<file path="config.mk">
export PLATFORM = sky130hd
export DESIGN_NAME = load_store_unit
export DESIGN_NICKNAME = d
export VERILOG_FILES = /design/src/rtl/load_store_unit.sv
export SDC_FILE = /design/constraint.sdc
export NUM_CORES = 1
export LEC_CHECK = 0
export ABC_CLOCK_PERIOD_IN_PS = 21500
export CAP_MARGIN = 20
export CORE_ASPECT_RATIO = 0.5
export CORE_MARGIN = 1.5
export CORE_UTILIZATION = 58
export DETAILED_ROUTE_END_ITERATION = 8
export PLACE_DENSITY = 0.86
export SYNTH_ARGS = -nofsm -noshare
export SYNTH_HDL_FRONTEND = slang
export SYNTH_SLANG_ARGS = --single-unit
</file>
<file path="constraint.sdc">
create_clock -name clk -period 21.5 [get_ports clk]
set_clock_uncertainty 0.05 [all_clocks]
set_input_delay 2.15 -clock clk [delete_from_list [all_inputs] [get_ports clk]]
set_output_delay 2.15 -clock clk [all_outputs]
set_load 0.03 [all_outputs]
</file>
<file path="src/rtl/load_store_unit.sv">
// load_store_unit: initiator side of the core's data-memory port.
// Takes one RV32I load/store at a time (byte address + funct3), drives a
// word-addressed memory with byte enables, splits accesses that cross a word
// boundary into two transactions and returns extended load data.
//
// Ports:
//   clk, rst                      clock, async active-high reset
//   req_valid/req_ready           request handshake (ready only when idle)
//   req_write, req_funct3         1=store; RV32I size/sign encoding
//   req_addr, req_wdata           byte address, right-justified store data
//   resp_valid/resp_rdata/resp_err  one-cycle completion, load data, illegal op
//   mem_req/mem_we/mem_addr/mem_be/mem_wdata  registered memory request
//   mem_gnt                       request accepted this cycle
//   mem_rvalid/mem_rdata          read data return
module load_store_unit (
  input  logic        clk,
  input  logic        rst,
  input  logic        req_valid,
  output logic        req_ready,
  input  logic        req_write,
  input  logic [2:0]  req_funct3,
  input  logic [31:0] req_addr,
  input  logic [31:0] req_wdata,
  output logic        resp_valid,
  output logic [31:0] resp_rdata,
  output logic        resp_err,
  output logic        mem_req,
  output logic        mem_we,
  output logic [29:0] mem_addr,
  output logic [3:0]  mem_be,
  output logic [31:0] mem_wdata,
  input  logic        mem_gnt,
  input  logic        mem_rvalid,
  input  logic [31:0] mem_rdata
);

  localparam int unsigned DW = 32;
  localparam int unsigned AW = 30;

  typedef enum logic [2:0] {
    IDLE   = 3'd0,
    ISSUE0 = 3'd1,
    WAIT0  = 3'd2,
    ISSUE1 = 3'd3,
    WAIT1  = 3'd4,
    RESP   = 3'd5
  } state_t;

  state_t state, state_nx;

  // Latched request
  logic          l_write;
  logic [2:0]    l_f3;
  logic [DW-1:0] l_addr;
  logic [DW-1:0] l_wdata;

  // Captured read words
  logic [DW-1:0] lo, hi, lo_nx, hi_nx;

  // Next values of registered outputs
  logic          req_ready_nx, resp_valid_nx, resp_err_nx;
  logic [DW-1:0] resp_rdata_nx;
  logic          mem_req_nx, mem_we_nx;
  logic [AW-1:0] mem_addr_nx;
  logic [3:0]    mem_be_nx;
  logic [DW-1:0] mem_wdata_nx;

  // Request fields: live inputs while idle (accept cycle), latched copy after
  logic          src_write;
  logic [2:0]    src_f3;
  logic [DW-1:0] src_addr;
  logic [DW-1:0] src_wdata;

  assign src_write = (state == IDLE) ? req_write  : l_write;
  assign src_f3    = (state == IDLE) ? req_funct3 : l_f3;
  assign src_addr  = (state == IDLE) ? req_addr   : l_addr;
  assign src_wdata = (state == IDLE) ? req_wdata  : l_wdata;

  // Access decode: legality, size, lane masks, split detection
  logic          legal;
  logic [1:0]    off;
  logic [2:0]    size;
  logic [7:0]    be_base, be8;
  logic [63:0]   wd64;
  logic          split;
  logic [AW-1:0] word0, word1;

  always_comb begin
    case (src_f3)
      3'b000, 3'b001, 3'b010: legal = 1'b1;
      3'b100, 3'b101:         legal = ~src_write;
      default:                legal = 1'b0;
    endcase
  end

  always_comb begin
    case (src_f3[1:0])
      2'b00:   begin size = 3'd1; be_base = 8'h01; end
      2'b01:   begin size = 3'd2; be_base = 8'h03; end
      default: begin size = 3'd4; be_base = 8'h0F; end
    endcase
  end

  assign off   = src_addr[1:0];
  assign be8   = be_base << off;
  assign wd64  = 64'(src_wdata) << {off, 3'b000};
  assign split = (3'(off) + size) > 3'd4;
  assign word0 = src_addr[31:2];
  assign word1 = word0 + AW'(1);   // wraps at the top of the address space

  // Load result: align the two-word window, then extend to 32 bits
  logic [DW-1:0] r32, load_val;

  always_comb begin
    r32 = 32'({hi_nx, lo_nx} >> {off, 3'b000});
    case (src_f3)
      3'b000:  load_val = {{24{r32[7]}},  r32[7:0]};
      3'b001:  load_val = {{16{r32[15]}}, r32[15:0]};
      3'b010:  load_val = r32;
      3'b100:  load_val = {24'b0, r32[7:0]};
      3'b101:  load_val = {16'b0, r32[15:0]};
      default: load_val = '0;
    endcase
  end

  // Next-state and next-output logic
  always_comb begin
    state_nx     = state;
    lo_nx        = lo;
    hi_nx        = hi;
    mem_we_nx    = mem_we;
    mem_addr_nx  = mem_addr;
    mem_be_nx    = mem_be;
    mem_wdata_nx = mem_wdata;

    case (state)
      IDLE:   if (req_valid) state_nx = legal ? ISSUE0 : RESP;
      ISSUE0: if (mem_gnt) begin
                if (!src_write)  state_nx = WAIT0;
                else if (split)  state_nx = ISSUE1;
                else             state_nx = RESP;
              end
      WAIT0:  if (mem_rvalid) begin
                lo_nx    = mem_rdata;
                state_nx = split ? ISSUE1 : RESP;
              end
      ISSUE1: if (mem_gnt) state_nx = src_write ? RESP : WAIT1;
      WAIT1:  if (mem_rvalid) begin
                hi_nx    = mem_rdata;
                state_nx = RESP;
              end
      RESP:   state_nx = IDLE;
      default: state_nx = IDLE;
    endcase

    // Memory fields are loaded when entering an issue state and then held
    if (state_nx == ISSUE0) begin
      mem_we_nx    = src_write;
      mem_addr_nx  = word0;
      mem_be_nx    = be8[3:0];
      mem_wdata_nx = wd64[31:0];
    end else if (state_nx == ISSUE1) begin
      mem_we_nx    = src_write;
      mem_addr_nx  = word1;
      mem_be_nx    = be8[7:4];
      mem_wdata_nx = wd64[63:32];
    end

    req_ready_nx  = (state_nx == IDLE);
    mem_req_nx    = (state_nx == ISSUE0) || (state_nx == ISSUE1);
    resp_valid_nx = (state_nx == RESP);
    resp_err_nx   = resp_valid_nx && !legal;
    resp_rdata_nx = (resp_valid_nx && legal && !src_write) ? load_val : '0;
  end

  // State, datapath and output registers
  always_ff @(posedge clk or posedge rst) begin
    if (rst) begin
      state      <= IDLE;
      l_write    <= 1'b0;
      l_f3       <= '0;
      l_addr     <= '0;
      l_wdata    <= '0;
      lo         <= '0;
      hi         <= '0;
      req_ready  <= 1'b1;
      resp_valid <= 1'b0;
      resp_rdata <= '0;
      resp_err   <= 1'b0;
      mem_req    <= 1'b0;
      mem_we     <= 1'b0;
      mem_addr   <= '0;
      mem_be     <= '0;
      mem_wdata  <= '0;
    end else begin
      state      <= state_nx;
      lo         <= lo_nx;
      hi         <= hi_nx;
      req_ready  <= req_ready_nx;
      resp_valid <= resp_valid_nx;
      resp_rdata <= resp_rdata_nx;
      resp_err   <= resp_err_nx;
      mem_req    <= mem_req_nx;
      mem_we     <= mem_we_nx;
      mem_addr   <= mem_addr_nx;
      mem_be     <= mem_be_nx;
      mem_wdata  <= mem_wdata_nx;
      if (state == IDLE && req_valid) begin
        l_write <= req_write;
        l_f3    <= req_funct3;
        l_addr  <= req_addr;
        l_wdata <= req_wdata;
      end
    end
  end

endmodule

</file>
==> results.cfg <==
[timing]
setup_viol = 0
rsz0062_at_grt = no
fmax_mhz = 151
post-route-period-util_pct = 30.7
finalMaxSlewViolations = 0
setup_tns_ps = 0
worst_slew_pin_slew_ps = 1120
hold_viol_final = 0
slew_headroom_pct = 25.4
fin_crit_ps = 6610

[logic_synthesis]
synth_mux_area_share_pct = 20.9
ys.flop_type = dfrtp_1
synth_nets = 1334
syn_avg_cell_area_um2 = 10.0
synth_top_family_by_area = multiplexers
yosysWarnings = 0
synth_cells = 1225
ys_ff_latch = 230
synth-simple-area-share_pct = 12.4
synth_edf_count = 0
yosys.area_share.adder_pct = 0.469
synthXorXnorAreaFrac_pct = 1.86
synthesis.area_um2 = 12300
async_reset_ff_share_pct = 100
ys_seq_area_share_pct = 47.0
synth.distinct_cells = 60
synth_compound_gate_area_share_pct = 13.0

[global_routing]
grt_pass1_vias = 10583
gr-max-usage-layer = met2
grt_overflow_total = 0
grt_max_degree = 104
grtUsageTotal_pct = 31.5
antenna_found_initial = 2
grt_use_met3_pct = 5.15
grt_use_met2_pct = 52.6
use_met1_pct = 42.0
grt_pass1_wl_um = 55700

[clock_network]
htreeDepth = 1
post_cts_resized = 0
path_clk_slew_ps = 60
cts-root-buf = clkbuf_16
clock_sinks = 230
cts_post_setup_buffers_inserted = 0
holdBufCountCts = 0
cts_tree = built
cts_buffers = 21
cts.path.max_buffers = 3
clock_latency_ps = 500

[hold_path]
holdCritStartpoint = mem_addr[22]
hp-class = reg2reg

[die]
start_util_pct = 59.4
core_area_um2 = 20600
die-area_um2 = 22100
fp.dieW_um = 209
ios = 208
rows = 37
die-height_um = 106

[placement]
place_congestion = 0.903
port_buffers = 207
detailed_place.area_um2 = 14500
dp_hpwl_um = 23100

[power_and_ir_drop]
clkPwrFrac_pct = 15.5
power_switching_mw = 1.16
internal_power_mw = 1.42
switching_share_pct = 44.9
p_total_mw = 2.59
vdd_drop_max_v = 0.000105
total_leakage_power_nw = 6.48
power_frac_seq_pct = 29.3
p_per_area_nw_per_um2 = 170
p_comb_share_pct = 55.2

[flow_run]
maxCapViolCount = 0

[setup_path]
r2r-start = state[0]
cp_max_fo = 54
cp.required_ps = 21840
crit_path_end_kind = flop
cp-startpoint = req_addr[1]
cp-start-kind = input port
cp.arrival_ps = 6940
critical_path_class = in2reg

[status]
status = finished clean

[drt]
wirelength_um = 34700
ant_nets = 0
routedWlPerCell_um = 20.8
via_per_inst = 6.23
via_count = 10413
initialDrtViolationCount = 891
drcViolationCount = 0
drtPass1Iterations = 6

[layout]
drive_above_1_share_pct = 13.1
nets = 1495
area_delta_synth_final_pct = 24.4
fill_cells = 1406
postLayoutCellArea_um2 = 15300
-- power groups by stage --
stage | combinational (mW) | clock, mW | sequential (mW)
2_1_floorplan | 0.861 | 0 | 0.857
3_3_place_gp | 1.33 | 0 | 0.750
3_5_place_dp | 1.39 | 0 | 0.760
4_1_cts | 1.40 | 0.403 | 0.755
5_1_grt | 1.53 | 0.422 | 0.776
6_report | 1.43 | 0.400 | 0.758
-- state kept, by name (all words and copies together), names as in the netlist, 3 cells and up --
signal      flops
state           3
mem_wdata      32
l_f3            3
resp_rdata     32
mem_addr       30
lo             32
mem_be          4
hi             24
l_wdata        32
l_addr         32
-- per-layer routing --
| metal | routed length [um] | part of all wire (%) | vias to the layer above |
|---|---|---|---|
| met5 | 0 | 0 | - |
| met1 | 14100 | 41 | 5107 |
| met4 | 1200 | 3.4 | 0 |
| met2 | 16800 | 48 | 525 |
| li1 | - | - | 4677 |
| met3 | 2710 | 7.8 | 104 |
-- cells in the final DEF, fill, tap and decap left out, types with 7 or more instances in the layout --
cell,netlist,routed
o21a_1,17,17
a32oi_1,8,8
nand2_1,138,138
nand3_1,20,19
clkdlybuf4s50_1,0,207
dfrtp_1,229,229
nor2_1,93,93
nor3_1,17,16
nand4_1,9,9
mux2i_1,123,122
o221ai_1,8,8
clkbuf_16,0,21
xnor2_1,7,7
inv_1,47,45
a211oi_1,16,16
a21oi_1,75,75
clkbuf_8,0,7
o211ai_1,18,18
xor2_1,19,19
o21ai_0,54,54
nor4_1,18,18
a31oi_1,34,34
buf_4,1,15
nor2b_1,10,10
mux2_2,116,116
-- area by class of cell --
class / count / area [um2] / share of cell area [%]
diodes: 2 / 5.00 / 0.0328
clock buffers: 30 / 629 / 4.13
clock inverters: 4 / 95.1 / 0.623
inverters: 48 / 188 / 1.23
multi-input cells: 861 / 6010 / 39.4
flip-flops and latches: 230 / 5760 / 37.7
well taps: 273 / 342 / 2.24
repair buffers: 224 / 2220 / 14.6
-- cells by family after synthesis --
group                    count (synthesis)
multiplexers                           240
flip-flops                             230
AO/OA/AOI/OAI                          255
adder cells (fa/ha/maj)                  4
XOR/XNOR                                26
buffers and inverters                  134
AND/OR/NAND/NOR                        336
-- cell usage after synthesis (18+ instances only) --
cell / instances / area, um2
a21oi_1: 75 / 375
a31oi_1: 34 / 213
buf_2: 29 / 145
clkbuf_1: 39 / 146
dfrtp_1: 229 / 5730
inv_1: 47 / 176
mux2_2: 116 / 1310
mux2i_1: 123 / 1230
nand2_1: 138 / 518
nand3_1: 20 / 100
nor2_1: 93 / 349
nor4_1: 18 / 113
o211ai_1: 18 / 135
o21ai_0: 54 / 270
xor2_1: 19 / 166
-- through the flow --
stage | worst slack [ps] | hold slack, ps | utilization, % | instances
4_1_cts | 14770 | 443 | 73.7 | 1668
6_report | 14890 | 436 | 73.9 | 1672
2_1_floorplan | 13000 | 414 | - | 1225
3_5_place_dp | 14270 | 427 | 70.2 | 1634
5_1_grt | 14720 | 464 | 73.9 | 1671
3_3_place_gp | 14480 | 420 | 70.2 | 1634
-- critical path: stages --
cell and delay, ps:
clkdlybuf4s50_1 500, mux2_2 920, inv_1 90, buf_4 320
fa_1 490, and2_1 180, o211ai_1 260, nand4b_1 250
a21boi_1 440, nand3_1 830, a31oi_1 450
-- path summary, 6_finish.rpt --
kind / to / slack [ps] / depth (start not counted)
max: resp_rdata[27] / 14890 / 11
max in group asynchronous: mem_wdata[31] / 17090 / 4
min reg2reg: mem_addr[22] / 440 / 2
min: mem_addr[22] / 440 / 2
min in group asynchronous: lo[26] / 2110 / 2
max reg2reg: resp_rdata[27] / 16210 / 11
Power figures use the tool's default switching activity.
